`src/rtl/video_fill_pkg.sv`:
```
// Shared types and constants for the rectangle-fill engine and its write arbiter.
package video_fill_pkg;
  localparam int HMAX_DEF = 640;
  localparam int VMAX_DEF = 480;

  localparam logic [1:0] REG_ORIGIN = 2'd0;
  localparam logic [1:0] REG_SIZE   = 2'd1;
  localparam logic [1:0] REG_COLOR  = 2'd2;
  localparam logic [1:0] REG_CTRL   = 2'd3;

  localparam int CTRL_START   = 0;
  localparam int CTRL_ABORT   = 1;
  localparam int CTRL_CLRDONE = 2;

  typedef enum logic [1:0] {IDLE, SETUP, RUN, DONE} fill_state_e;
endpackage

```
`src/rtl/fill_addr_gen.sv`:
```
// Raster walker for the fill: column/row counters over the clipped rectangle,
// a row-base accumulator, and a last-pixel flag. Holds position while i_adv is low.
module fill_addr_gen #(
  parameter int HMAX = 640
) (
  input  logic        clk_sys,
  input  logic        reset_sys,
  input  logic        i_load,
  input  logic [18:0] i_row_base,
  input  logic [10:0] i_w,
  input  logic [10:0] i_h,
  input  logic        i_adv,
  output logic [18:0] o_pix_addr,
  output logic        o_last
);
  logic [10:0] r_xc, r_yc, r_w, r_h;
  logic [18:0] r_row_base;

  always_ff @(posedge clk_sys) begin
    if (reset_sys) begin
      r_xc       <= '0;
      r_yc       <= '0;
      r_w        <= '0;
      r_h        <= '0;
      r_row_base <= '0;
    end else if (i_load) begin
      r_xc       <= '0;
      r_yc       <= '0;
      r_w        <= i_w;
      r_h        <= i_h;
      r_row_base <= i_row_base;
    end else if (i_adv) begin
      if (r_xc == r_w - 11'd1) begin
        r_xc       <= '0;
        r_yc       <= r_yc + 11'd1;
        r_row_base <= r_row_base + 19'(HMAX);
      end else begin
        r_xc <= r_xc + 11'd1;
      end
    end
  end

  assign o_pix_addr = r_row_base + 19'(r_xc);
  assign o_last     = (r_xc == r_w - 11'd1) && (r_yc == r_h - 11'd1);
endmodule

```
`src/rtl/video_fill_arbiter.sv`:
```
// Fill register file, fill FSM and the CPU-priority write mux in front of the
// video controller. CPU cycles pass through untouched and stall the fill.
module video_fill_arbiter
  import video_fill_pkg::*;
#(
  parameter int HMAX = HMAX_DEF,
  parameter int VMAX = VMAX_DEF,
  parameter int DW   = 9
) (
  input  logic        clk_sys,
  input  logic        reset_sys,
  input  logic        cpu_video_cs,
  input  logic        cpu_video_wr,
  input  logic [20:0] cpu_video_addr,
  input  logic [31:0] cpu_video_wr_data,
  input  logic        cfg_cs,
  input  logic        cfg_wr,
  input  logic [1:0]  cfg_addr,
  input  logic [31:0] cfg_wr_data,
  output logic [31:0] cfg_rd_data,
  output logic        video_cs,
  output logic        video_wr,
  output logic [20:0] video_addr,
  output logic [31:0] video_wr_data,
  output logic        busy,
  output logic        done_irq
);
  fill_state_e   r_state;
  logic [10:0]   r_x0, r_y0, r_w, r_h;
  logic [10:0]   r_lx0, r_ly0, r_lw, r_lh;
  logic [DW-1:0] r_color, r_lcolor;
  logic          r_done, r_aborted;

  logic        w_cfg_we, w_ctrl_we, w_start, w_abort, w_clr;
  logic        w_fill_req, w_fill_go, w_last, w_empty;
  logic [10:0] w_xrem, w_yrem, w_wc, w_hc;
  logic [18:0] w_row_base, w_pix;
  logic        w_unused;

  assign w_cfg_we  = cfg_cs && cfg_wr;
  assign w_ctrl_we = w_cfg_we && (cfg_addr == REG_CTRL);
  assign w_start   = w_ctrl_we && cfg_wr_data[CTRL_START];
  assign w_abort   = w_ctrl_we && cfg_wr_data[CTRL_ABORT] && (r_state != IDLE);
  assign w_clr     = w_ctrl_we && cfg_wr_data[CTRL_CLRDONE];
  assign w_unused  = ^{cfg_wr_data[31:27], cfg_wr_data[15:11]};

  // Clipping and row base work on the copy latched at start.
  assign w_xrem     = 11'(HMAX) - r_lx0;
  assign w_yrem     = 11'(VMAX) - r_ly0;
  assign w_wc       = (r_lw < w_xrem) ? r_lw : w_xrem;
  assign w_hc       = (r_lh < w_yrem) ? r_lh : w_yrem;
  assign w_empty    = (r_lx0 >= 11'(HMAX)) || (r_ly0 >= 11'(VMAX)) ||
                      (r_lw == '0) || (r_lh == '0);
  assign w_row_base = (19'(r_ly0) << 9) + (19'(r_ly0) << 7) + 19'(r_lx0);

  // An abort or reset in the current cycle suppresses the write immediately.
  assign w_fill_req = (r_state == RUN) && !w_abort && !reset_sys;
  assign w_fill_go  = w_fill_req && !cpu_video_cs;
  assign busy       = (r_state != IDLE);
  assign done_irq   = r_done;

  fill_addr_gen #(.HMAX(HMAX)) u_addr_gen (
    .clk_sys    (clk_sys),
    .reset_sys  (reset_sys),
    .i_load     (r_state == SETUP),
    .i_row_base (w_row_base),
    .i_w        (w_wc),
    .i_h        (w_hc),
    .i_adv      (w_fill_go),
    .o_pix_addr (w_pix),
    .o_last     (w_last)
  );

  always_ff @(posedge clk_sys) begin
    if (reset_sys) begin
      r_state   <= IDLE;
      r_x0      <= '0;
      r_y0      <= '0;
      r_w       <= '0;
      r_h       <= '0;
      r_color   <= '0;
      r_lx0     <= '0;
      r_ly0     <= '0;
      r_lw      <= '0;
      r_lh      <= '0;
      r_lcolor  <= '0;
      r_done    <= 1'b0;
      r_aborted <= 1'b0;
    end else begin
      if (w_cfg_we) begin
        case (cfg_addr)
          REG_ORIGIN: begin r_x0 <= cfg_wr_data[10:0]; r_y0 <= cfg_wr_data[26:16]; end
          REG_SIZE:   begin r_w  <= cfg_wr_data[10:0]; r_h  <= cfg_wr_data[26:16]; end
          REG_COLOR:  r_color <= cfg_wr_data[DW-1:0];
          default:    ;
        endcase
      end
      if (w_clr) r_done <= 1'b0;
      // Done-set below follows the clear so a coincident set wins.
      case (r_state)
        IDLE: begin
          if (w_start && !cfg_wr_data[CTRL_ABORT]) begin
            r_state   <= SETUP;
            r_lx0     <= r_x0;
            r_ly0     <= r_y0;
            r_lw      <= r_w;
            r_lh      <= r_h;
            r_lcolor  <= r_color;
            r_aborted <= 1'b0;
          end
        end
        SETUP: begin
          if (w_abort) begin
            r_state <= IDLE; r_aborted <= 1'b1;
          end else if (w_empty) begin
            r_state <= DONE; r_done <= 1'b1;
          end else begin
            r_state <= RUN;
          end
        end
        RUN: begin
          if (w_abort) begin
            r_state <= IDLE; r_aborted <= 1'b1;
          end else if (w_fill_go && w_last) begin
            r_state <= DONE; r_done <= 1'b1;
          end
        end
        default: begin
          r_state <= IDLE;
          if (w_abort) r_aborted <= 1'b1;
        end
      endcase
    end
  end

  always_comb begin
    video_cs      = w_fill_req;
    video_wr      = w_fill_req;
    video_addr    = w_fill_req ? {2'b10, w_pix} : '0;
    video_wr_data = w_fill_req ? {{(32-DW){1'b0}}, r_lcolor} : '0;
    if (cpu_video_cs) begin
      video_cs      = 1'b1;
      video_wr      = cpu_video_wr;
      video_addr    = cpu_video_addr;
      video_wr_data = cpu_video_wr_data;
    end
  end

  always_comb begin
    cfg_rd_data = '0;
    case (cfg_addr)
      REG_ORIGIN: cfg_rd_data = {5'b0, r_y0, 5'b0, r_x0};
      REG_SIZE:   cfg_rd_data = {5'b0, r_h, 5'b0, r_w};
      REG_COLOR:  cfg_rd_data[DW-1:0] = r_color;
      default:    cfg_rd_data[2:0] = {r_aborted, r_done, busy};
    endcase
  end
endmodule

```
`config.mk`:
```
export PLATFORM = sky130hd
export DESIGN_NAME = video_fill_arbiter
export DESIGN_NICKNAME = d
export VERILOG_FILES = /design/src/rtl/video_fill_pkg.sv /design/src/rtl/fill_addr_gen.sv /design/src/rtl/video_fill_arbiter.sv
export SDC_FILE = /design/constraint.sdc
export NUM_CORES = 1
export LEC_CHECK = 0
export ABC_AREA = 1
export BUFFER_PORTS_ARGS = -buffer_cell sky130_fd_sc_hd__buf_2
export CORE_UTILIZATION = 47
export CTS_CLUSTER_DIAMETER = 50
export CTS_CLUSTER_SIZE = 28
export DETAILED_ROUTE_END_ITERATION = 6
export PLACE_DENSITY = 0.68
export SYNTH_ARGS = -nofsm -noshare
export SYNTH_HDL_FRONTEND = slang
export SYNTH_HIERARCHICAL = 1
export SYNTH_SLANG_ARGS = --single-unit
```
`constraint.sdc`:
```
create_clock -name clk_sys -period 3.13 [get_ports clk_sys]
set_input_delay 0.626 -clock clk_sys [delete_from_list [all_inputs] [get_ports clk_sys]]
set_output_delay 0.626 -clock clk_sys [all_outputs]
set_load 0.02 [all_outputs]
```
==> results of run 1 <==
final cells by class:
class                           instances  area share [%]
Inverter                              172            4.90
Clock inverter                         15            1.62
Sequential cell                       173            26.4
Multi-Input combinational cell       1167            51.7
Clock buffer                           17            3.22
Timing Repair Buffer                  209            9.21
Tap cell                              313            2.97
cells in the final DEF, fill, tap and decap left out, drive strengths merged:
master	count
inv	177
fa	4
o2111ai	1
nor3	18
a21boi	2
and2	1
a31oi	5
buf	209
and3	1
dfxtp	173
a21oi	127
nor4	3
nor3b	1
ha	61
o31ai	2
clkbuf	17
nand4	34
nand2	376
o211ai	2
conb	10
o21bai	1
a211oi	48
nor2	172
clkinv	8
nand3b	2
a22o	33
xnor2	25
o21ai	79
or2	6
xor2	65
bufinv	2
a21o	3
nand3	85
registers in the layout, indices dropped and copies added, names as in the netlist:
register               count
done_irq                   1
r_aborted                  1
r_color                    9
r_h                       11
r_lcolor                   9
r_lh                      11
r_lw                      11
r_lx0                     11
r_ly0                     11
r_state                    2
r_w                       11
r_x0                      11
r_y0                      11
u_addr_gen/r_h            11
u_addr_gen/r_row_base     19
u_addr_gen/r_w            11
u_addr_gen/r_xc           11
u_addr_gen/r_yc           11
metrics by stage:
stage | util (%) | setup TNS [ps] | hold WS [ps]
2_1_floorplan | - | 0 | 434
3_3_place_gp | 53.0 | 0 | 455
3_5_place_dp | 53.0 | 0 | 459
4_1_cts | 56.3 | 0 | 420
5_1_grt | 57.6 | -120 | 430
6_report | 57.6 | 0 | 441
cells by family after synthesis:
logic type	count (synthesis)	share of synthesized area [%]
flops	173	31.2
fa+ha+maj	65	7.60
buf+inv	255	9.64
simple gates	699	26.8
compound gates	303	17.6
xor+xnor	90	7.17
other cells	1	0.0338
power groups by stage:
stage                     combinational [W]  sequential [W]  clock (W)
after floorplan                     0.00229         0.00258          0
after global placement              0.00278         0.00265          0
after detailed placement            0.00283         0.00266          0
after CTS                           0.00287         0.00262    0.00231
after global routing                0.00335         0.00267    0.00239
final                               0.00293         0.00264    0.00226
repair_timing:
item                                    4_1_cts  5_1_grt
endpoints found under the setup margin       11       42
hold buffers                                  0        0
cloned                                        0        1
pin swaps                                     4       13
resized for setup                            21       50
setup buffers                                 5       11
routing by layer:
layer	up-vias	share of wire, %
li1	5485	-
met1	4721	49
met2	334	44
met3	27	5.3
met4	0	2.3
met5	-	0
final timing paths:
check                                        start                       end  cells after the start
worst max register to register            r_lx0[0]         u_addr_gen/r_w[0]                     17
worst max-delay path            u_addr_gen/r_xc[2]            video_addr[17]                     11
worst min register to register         r_lcolor[3]               r_lcolor[3]                      2
worst min-delay path                     reset_sys  u_addr_gen/r_row_base[7]                      2
worst reg2reg max path: cells and delay by family (launching register included):
family          cells  cell delay (ps)
compound gates      5              760
xor+xnor            1              190
fa+ha+maj           2              490
buf+inv             3              350
flops               1              340
simple gates        6              680
==> results.yml, run 1 <==
yosys:
  synthCells: 1586
  synth_flop_cell: "dfxtp_1"
  synthTopCellsByCount: "372 x nand2_1, 173 x dfxtp_1, 165 x inv_1"
  synth-edff-count: 0
  ys_types: 47
  seq_area_frac_synth_pct: 31.2
  yosys_warnings: 6
  synth_area_leaders: "dfxtp_1 31%, nand2_1 13%, ha_1 6.9%, a21oi_1 5.7%, inv_1 5.6%"
  netlist_area_mm2: 0.0111
  yosys.area.top_type: "dfxtp_1"
  ys_ff_latch: 173
  synth_area_per_cell_um2: 7.00
  synth_top_area_share_pct: 31.2
  synth_most_common_cell: "nand2_1"
  async_flop_share_pct: 0
critical_path:
  r2r_slack_ps: 250
  crit_path_end_kind: "primary output"
  crit_chain: "ha_4, nand3_2, nand3_2, a21oi_2, buf_4, nand3b_1, a31oi_2, nand2_1, xor2_1, a22o_1, buf_6"
  crit_fanout: 4
  cp.arrival_ps: 2410
  start_kind: "flop"
  crit_type: "reg2out"
  cpPeakStageDelay_ps: 370
  cp_slowest_cell: "dfxtp_4"
  required_ps: 2500
  cp_num_buf_inv: 2
  critical_path.top_delay_family: "compound AO/OA/AOI/OAI gates"
  cpMostUsedCell: "nand3_2"
clock_tree:
  root_buffer: "clkbuf_16"
  htreeDepth: 4
  cts.path.max_buffers: 2
  numCtsBuffers: 17
  clock_sinks: 173
  clk_pin_slew_ps: 70
  cts_tree: "built"
  clock_latency_ps: 430
timing:
  drv_slew: 0
  finalHoldViolCount: 0
  clock_skew_ps: 15.6
  grt_setup_unrepaired: "true"
  setup_viol: 0
  fmax_mhz: 329
  min_period_over_period_pct: 97.1
  tightest_slew_ps: 892
  fin_crit_ps: 3040
  layout_setup_ws_ps: 91.0
  slew_headroom_pct: 40.5
placed_design:
  place_congestion: 0.893
  dp.cells: 2017
  place_ws_ps: 187
  dp_hpwl_um: 21100
  io_buffers: 161
  postPlaceCellArea_mm2: 0.0122
global_route:
  grt-busiest-layer: "met2"
  grt_max_degree: 74
  use_met3_pct: 3.25
  grt_pass1_vias: 9551
  grt_overflow_total: 0
  grt_usage_pct: 23.5
  grt_pass1_wl_um: 46000
  antenna_found_initial: 0
  use_met2_pct: 37.5
  grt_use_met1_pct: 31.9
routing:
  wl_per_cell_um: 13.9
  avgViaCountPerCell: 5.11
  ant_nets: 0
  num_vias: 10567
  drcViolationCount: 0
  drt_iter0_drc: 688
  finalWirelength_um: 28600
  dr.pass1.iters: 5
pwr:
  total_power_w: 0.00783
  pwr-share-comb_pct: 37.4
  vdd_drop_max_v: 0.000413
  pwr-share-clk_pct: 28.8
  power.switching_w: 0.00309
  power.internal_w: 0.00474
  power.leakage_nw: 6.19
  p_sw_share_pct: 39.4
  seqPwrFrac_pct: 33.7
  p_per_area_mw_per_mm2: 593
run:
  maxCapViolCount: 0
floorplan:
  die-height_um: 156
  ios: 182
  dieArea_mm2: 0.0242
  coreArea_mm2: 0.0229
  die_w_um: 156
  core.rowCount: 55
  initial_core_util_pct: 48.4
finish:
  fin_cells: 2066
  fillers: 2222
  seqCellArea_mm2: 0.00349
  area_delta_synth_final_pct: 19.0
  design_area_mm2: 0.0132
  drive_gt1_share_pct: 20.0
  multiInputGateArea_mm2: 0.00682
  n_antenna_cell: 0
  nets: 1898
hold_path:
  hold_class: "in2reg"
outcome:
  status: "finished, final reports clean"
No activity file was read; power rests on OpenSTA's default activity.
==> run 2, diff against run 1 <==
- CORE_UTILIZATION: 47 -> 62
- PLACE_DENSITY: 0.68 -> 0.87
- clock period: 3.13 -> 3.9 ns (I/O delays scaled with it)
==> run 2 against run 1 <==
The flow now finishes with violations (DRC). Largest power group unchanged. Highest routed layer unchanged. Cell count fell by 5.8%. Sequential power fell by 20%. Global-route usage rose by 7.4 points. Critical endpoint is now video_addr[10].
==> results.yml, run 2 (synthesis results as in run 1) <==
outcome:
  status: "finished with violations"
  violations: "DRC"
finish:
  area_delta_synth_final_pct: 12.8
  largest_reg_flops: 19
  design_area_mm2: 0.0125
  mostFrequentLayoutCells: "372 x nand2_1, 173 x dfxtp_1, 165 x inv_1, 160 x buf_2, 159 x nor2_1"
  multiInputGateArea_mm2: 0.00660
  largest_register: "u_addr_gen/r_row_base"
  final_common_cell: "nand2_1"
  drive_gt1_share_pct: 16.0
  fin_cells: 1947
  seqCellArea_mm2: 0.00346
  fillers: 1384
  n_antenna_cell: 0
  nets: 1867
clock_tree:
  cts_hold_buffers: 0
  clk_pin_slew_ps: 70
  clock_latency_ps: 430
  root_buffer: "clkbuf_16"
  cts.path.max_buffers: 2
  cts_tree: "built"
  numCtsBuffers: 17
  htreeDepth: 4
  clock_sinks: 173
timing:
  tightest_slew_ps: 820
  slew_headroom_pct: 45.3
  setup-tns-final_ps: 0
  layout_setup_ws_ps: 357
  grt_setup_unrepaired: "false"
  min_period_over_period_pct: 90.9
  drv_slew: 0
  whs_ps: 467
  fmax_mhz: 282
  clock_skew_ps: 8.72
  finalHoldViolCount: 0
  fin_crit_ps: 3540
  setup_viol: 0
critical_path:
  crit_path_end_kind: "primary output"
  crit_chain: "ha_1, fa_1, nand2_1, nand3_1, o21ai_0, inv_1, a21oi_1, o21ai_0, xor2_1, a22o_1, buf_2"
  start_kind: "flop"
  required_ps: 3120
  cpPeakStageDelay_ps: 400
  crit_fanout: 6
  cp_slowest_cell: "fa_1"
  crit_type: "reg2out"
  cpMostUsedCell: "o21ai_0"
  cp.arrival_ps: 2760
  timing.rr.start: "r_ly0[0]"
  crit_start: "u_addr_gen/r_xc[0]"
routing:
  num_vias: 10829
  wl_per_cell_um: 14.3
  drcViolationCount: 1
  dr.pass1.iters: 7
  drt_iter0_drc: 817
  avgViaCountPerCell: 5.56
  ant_nets: 0
  finalWirelength_um: 27800
global_route:
  grt_pass1_vias: 9772
  grt_max_degree: 67
  grt_pass1_wl_um: 45700
  grt_overflow_total: 0
  antenna_found_initial: 0
  grt_usage_pct: 30.9
pwr:
  power.internal_w: 0.00362
  pwr-share-comb_pct: 37.5
  p_sw_share_pct: 40.0
  vdd_drop_max_v: 0.000328
  power.leakage_nw: 6.00
  pwr-share-clk_pct: 27.8
  p_per_area_mw_per_mm2: 482
  seqPwrFrac_pct: 34.8
  power.switching_w: 0.00241
floorplan:
  initial_core_util_pct: 63.7
  ios: 182
  die-height_um: 136
  coreArea_mm2: 0.0174
  die_w_um: 136
  dieArea_mm2: 0.0184
  core.rowCount: 48
placed_design:
  dp.cells: 1915
  postPlaceCellArea_mm2: 0.0119
  io_buffers: 161
  place_ws_ps: 435
  place_congestion: 0.902
  dp_hpwl_um: 20500
hold_path:
  hold_class: "reg2reg"
  min_from: "r_lcolor[4]"
run:
  maxCapViolCount: 0
run 2: changes by cell type in the layout (fill, tap and decap cells not counted), moves of 4 or more:
cell,before,now
buf_4,46,18
dfxtp_4,6,0
o21ai_1,4,0
ha_1,51,61
buf_6,4,0
o21ai_0,72,78
inv_1,161,165
ha_4,10,0
nor2_1,155,159
dfxtp_1,164,173
nand3_2,6,2
nand3_1,79,83
inv_2,9,5
run 2: worst paths after layout:
check / slack [ps] / cells past startpoint / end
max: 360 / 11 / video_addr[10]
min: 470 / 2 / r_lcolor[4]
max reg2reg: 650 / 19 / u_addr_gen/r_h[10]
min reg2reg: 470 / 2 / r_lcolor[4]
run 2: worst max-delay path: cells and delay by family, from the launching register on:
family / cells / cell delay [ps]
compound gates: 4 / 740
fa+ha+maj: 2 / 650
flops: 1 / 370
buf+inv: 2 / 290
xor+xnor: 1 / 160
simple gates: 2 / 120
run 2: metal layers:
layer	up-vias	part of all wire [%]	global-route usage (%)	wire, µm
li1	5447	-	-	-
met1	4878	44	39.6	12300
met2	460	46	51.5	12800
met3	44	7.3	4.98	2020
met4	0	2.5	12.5	691
met5	-	0	0	0
run 2: area by class of cell:
class / instances / share of cell area, %
timing repair buffer: 178 / 7.48
tap: 225 / 2.25
clock buffer: 18 / 3.43
sequential: 173 / 27.7
inverter: 172 / 5.17
clock inverter: 14 / 1.24
multi-input combinational: 1167 / 52.8
run 2: what timing repair did:
item                       4_1_cts  5_1_grt
gates resized for setup          0        2
setup buffers                    0        0
setup endpoints to repair        0        3
run 2: power by group through the flow:
stage,combinational (W),clock (W),sequential [W]
floorplan,0.00184,0,0.00207
CTS,0.00224,0.00168,0.00209
global route,0.00255,0.00177,0.00212
detailed placement,0.00220,0,0.00213
finish,0.00226,0.00167,0.00210
global placement,0.00214,0,0.00212
run 2: metrics by stage:
step	util, %	total power [W]
finish	71.9	0.00603
global route	71.9	0.00644
detailed placement	68.5	0.00433
global placement	68.5	0.00426
CTS	71.8	0.00601
floorplan	-	0.00391
==> run 3, diff against run 2 <==
--- a/config.mk
+++ b/config.mk
@@ -8,4 +8,5 @@
 export ABC_AREA = 1
 export BUFFER_PORTS_ARGS = -buffer_cell sky130_fd_sc_hd__buf_2
+export CAP_MARGIN = 20
 export CORE_UTILIZATION = 62
 export CTS_CLUSTER_DIAMETER = 50
==> constraint.sdc (replaced) <==
create_clock -name clk_sys -period 3.9 [get_ports clk_sys]
set_input_delay 0.78 -clock clk_sys [delete_from_list [all_inputs] [get_ports clk_sys]]
set_output_delay 0.78 -clock clk_sys [all_outputs]
set_load 0.01 [all_outputs]
==> run 3 against run 2 <==
The run now ends clean. Sequential cell count did not move. Combinational power about the same. Sequential share of layout area decreased by 0.066 points. Non-clock buffer count up 2. Sequential power hardly changed. Die area unchanged. Wire length increased by 0.94%. First-iteration DRC count increased by 1.7%. Largest cell class unchanged. Fmax grew 0.74%. Register-to-register slack got worse by 80 ps.
==> results.yml, run 3 (synthesis results as in run 1) <==
outcome:
  status: "finished, final reports clean"
clock_tree:
  numCtsBuffers: 17
  cts.path.max_buffers: 2
  htreeDepth: 4
  root_buffer: "clkbuf_16"
  clk_pin_slew_ps: 70
  clock_sinks: 173
  cts_setup_buffers: 0
  clock_latency_ps: 430
  cts_tree: "built"
finish:
  design_area_mm2: 0.0125
  final_common_cell: "nand2_1"
  multiInputGateArea_mm2: 0.00660
  area_delta_synth_final_pct: 13.1
  mostFrequentLayoutCells: "372 x nand2_1, 173 x dfxtp_1, 165 x inv_1, 160 x buf_2, 159 x nor2_1"
  largest_reg_flops: 19
  largest_register: "u_addr_gen/r_row_base"
  fillers: 1401
  drive_gt1_share_pct: 16.2
  seqCellArea_mm2: 0.00346
  fin_cells: 1949
  nets: 1869
  n_antenna_cell: 0
placed_design:
  dp_hpwl_um: 20600
  place_congestion: 0.911
  postPlaceCellArea_mm2: 0.0119
  io_buffers: 161
  dp.cells: 1917
  place_ws_ps: 385
timing:
  fin_crit_ps: 3520
  min_period_over_period_pct: 90.2
  finalHoldViolCount: 0
  clock_skew_ps: 8.16
  slew_headroom_pct: 44.0
  setup_viol: 0
  fmax_mhz: 284
  tightest_slew_ps: 839
  grt_setup_unrepaired: "false"
  setup-tns-final_ps: 0
  drv_slew: 0
  layout_setup_ws_ps: 383
  whs_ps: 470
critical_path:
  cp.arrival_ps: 2740
  required_ps: 3120
  crit_fanout: 7
  r2r_slack_ps: 570
  crit_path_end_kind: "primary output"
  timing.rr.start: "r_ly0[0]"
  r2r_cells: 19
  crit_chain: "ha_1, nand3_1, nand3_1, a21oi_1, o21ai_0, a21boi_1, o21ai_0, xor2_1, a22o_1, buf_2"
  reg2reg_to: "u_addr_gen/r_h[7]"
  crit_type: "reg2out"
  cpPeakStageDelay_ps: 480
  start_kind: "flop"
  cp_slowest_cell: "dfxtp_1"
routing:
  wl_per_cell_um: 14.4
  finalWirelength_um: 28100
  avgViaCountPerCell: 5.52
  dr.pass1.iters: 5
  ant_nets: 0
  drt_iter0_drc: 831
  drcViolationCount: 0
  num_vias: 10765
global_route:
  grt_max_degree: 67
  grt_pass1_vias: 9727
  grt_pass1_wl_um: 46200
  grt_usage_pct: 31.4
  antenna_found_initial: 0
  grt_overflow_total: 0
pwr:
  p_per_area_mw_per_mm2: 483
  vdd_drop_max_v: 0.000314
  pwr-share-clk_pct: 28.3
  power.internal_w: 0.00364
  p_sw_share_pct: 40.0
  power.switching_w: 0.00243
  seqPwrFrac_pct: 34.6
  pwr-share-comb_pct: 37.2
  power.leakage_nw: 6.01
hold_path:
  hold_class: "reg2reg"
  min_from: "r_lcolor[1]"
  min_to: "r_lcolor[1]"
  min_path_cells: 2
floorplan:
  ios: 182
  core.rowCount: 48
  die-height_um: 136
  coreArea_mm2: 0.0174
  initial_core_util_pct: 63.7
  die_w_um: 136
  dieArea_mm2: 0.0184
run:
  maxCapViolCount: 0
-- run 3: worst max path at each step --
stage,startpoint,endpoint,depth (start not counted)
after global routing,u_addr_gen/r_xc[1],video_addr[11],10
after detailed placement,r_ly0[0],u_addr_gen/r_h[7],17
after CTS,r_ly0[0],u_addr_gen/r_h[7],17
after floorplan,cfg_cs,u_addr_gen/r_xc[10],17
final,u_addr_gen/r_xc[1],video_addr[11],10
after global placement,r_ly0[0],u_addr_gen/r_h[9],17
-- run 3: critical path: cells and delay by family, from the launching register on --
family                   cells  cell delay [ps]
flip-flops                   1              480
buffers and inverters        1              130
adder cells (fa/ha/maj)      1              290
AND/OR/NAND/NOR              2              190
XOR/XNOR                     1              160
AO/OA/AOI/OAI                5             1060
-- run 3: stage by stage --
stage	total power [W]	utilization, %
after detailed placement	0.00431	68.6
after floorplan	0.00387	-
after global routing	0.00646	72.0
final	0.00606	72.0
after CTS	0.00605	72.0
after global placement	0.00423	68.6
-- run 3: cell type report --
type | count | area share, %
multi-input combinational | 1167 | 52.6
sequential | 173 | 27.6
clock buffer | 17 | 3.39
inverter | 172 | 5.16
tap | 225 | 2.24
timing repair buffer | 180 | 7.58
clock inverter | 15 | 1.39
-- run 3: routing by layer --
layer  track usage [%]  vias up  wire [µm]
li1                  -     5448          -
met2              51.2      442      12800
met3              4.56       49       1920
met4              14.8        0        913
met5                 0        -          0
met1              40.5     4826      12400
-- run 3: power by group through the flow --
stage	Combinational, W	Clock [W]	Sequential (W)
global route	0.00253	0.00182	0.00211
CTS	0.00223	0.00172	0.00209
global placement	0.00211	0	0.00212
finish	0.00225	0.00171	0.00210
detailed placement	0.00218	0	0.00213
floorplan	0.00180	0	0.00207
-- run 3: what timing repair did --
item | 4_1_cts | 5_1_grt
hold buffers | 0 | 0
gates resized for setup | 0 | 2
setup endpoints to repair | 0 | 5
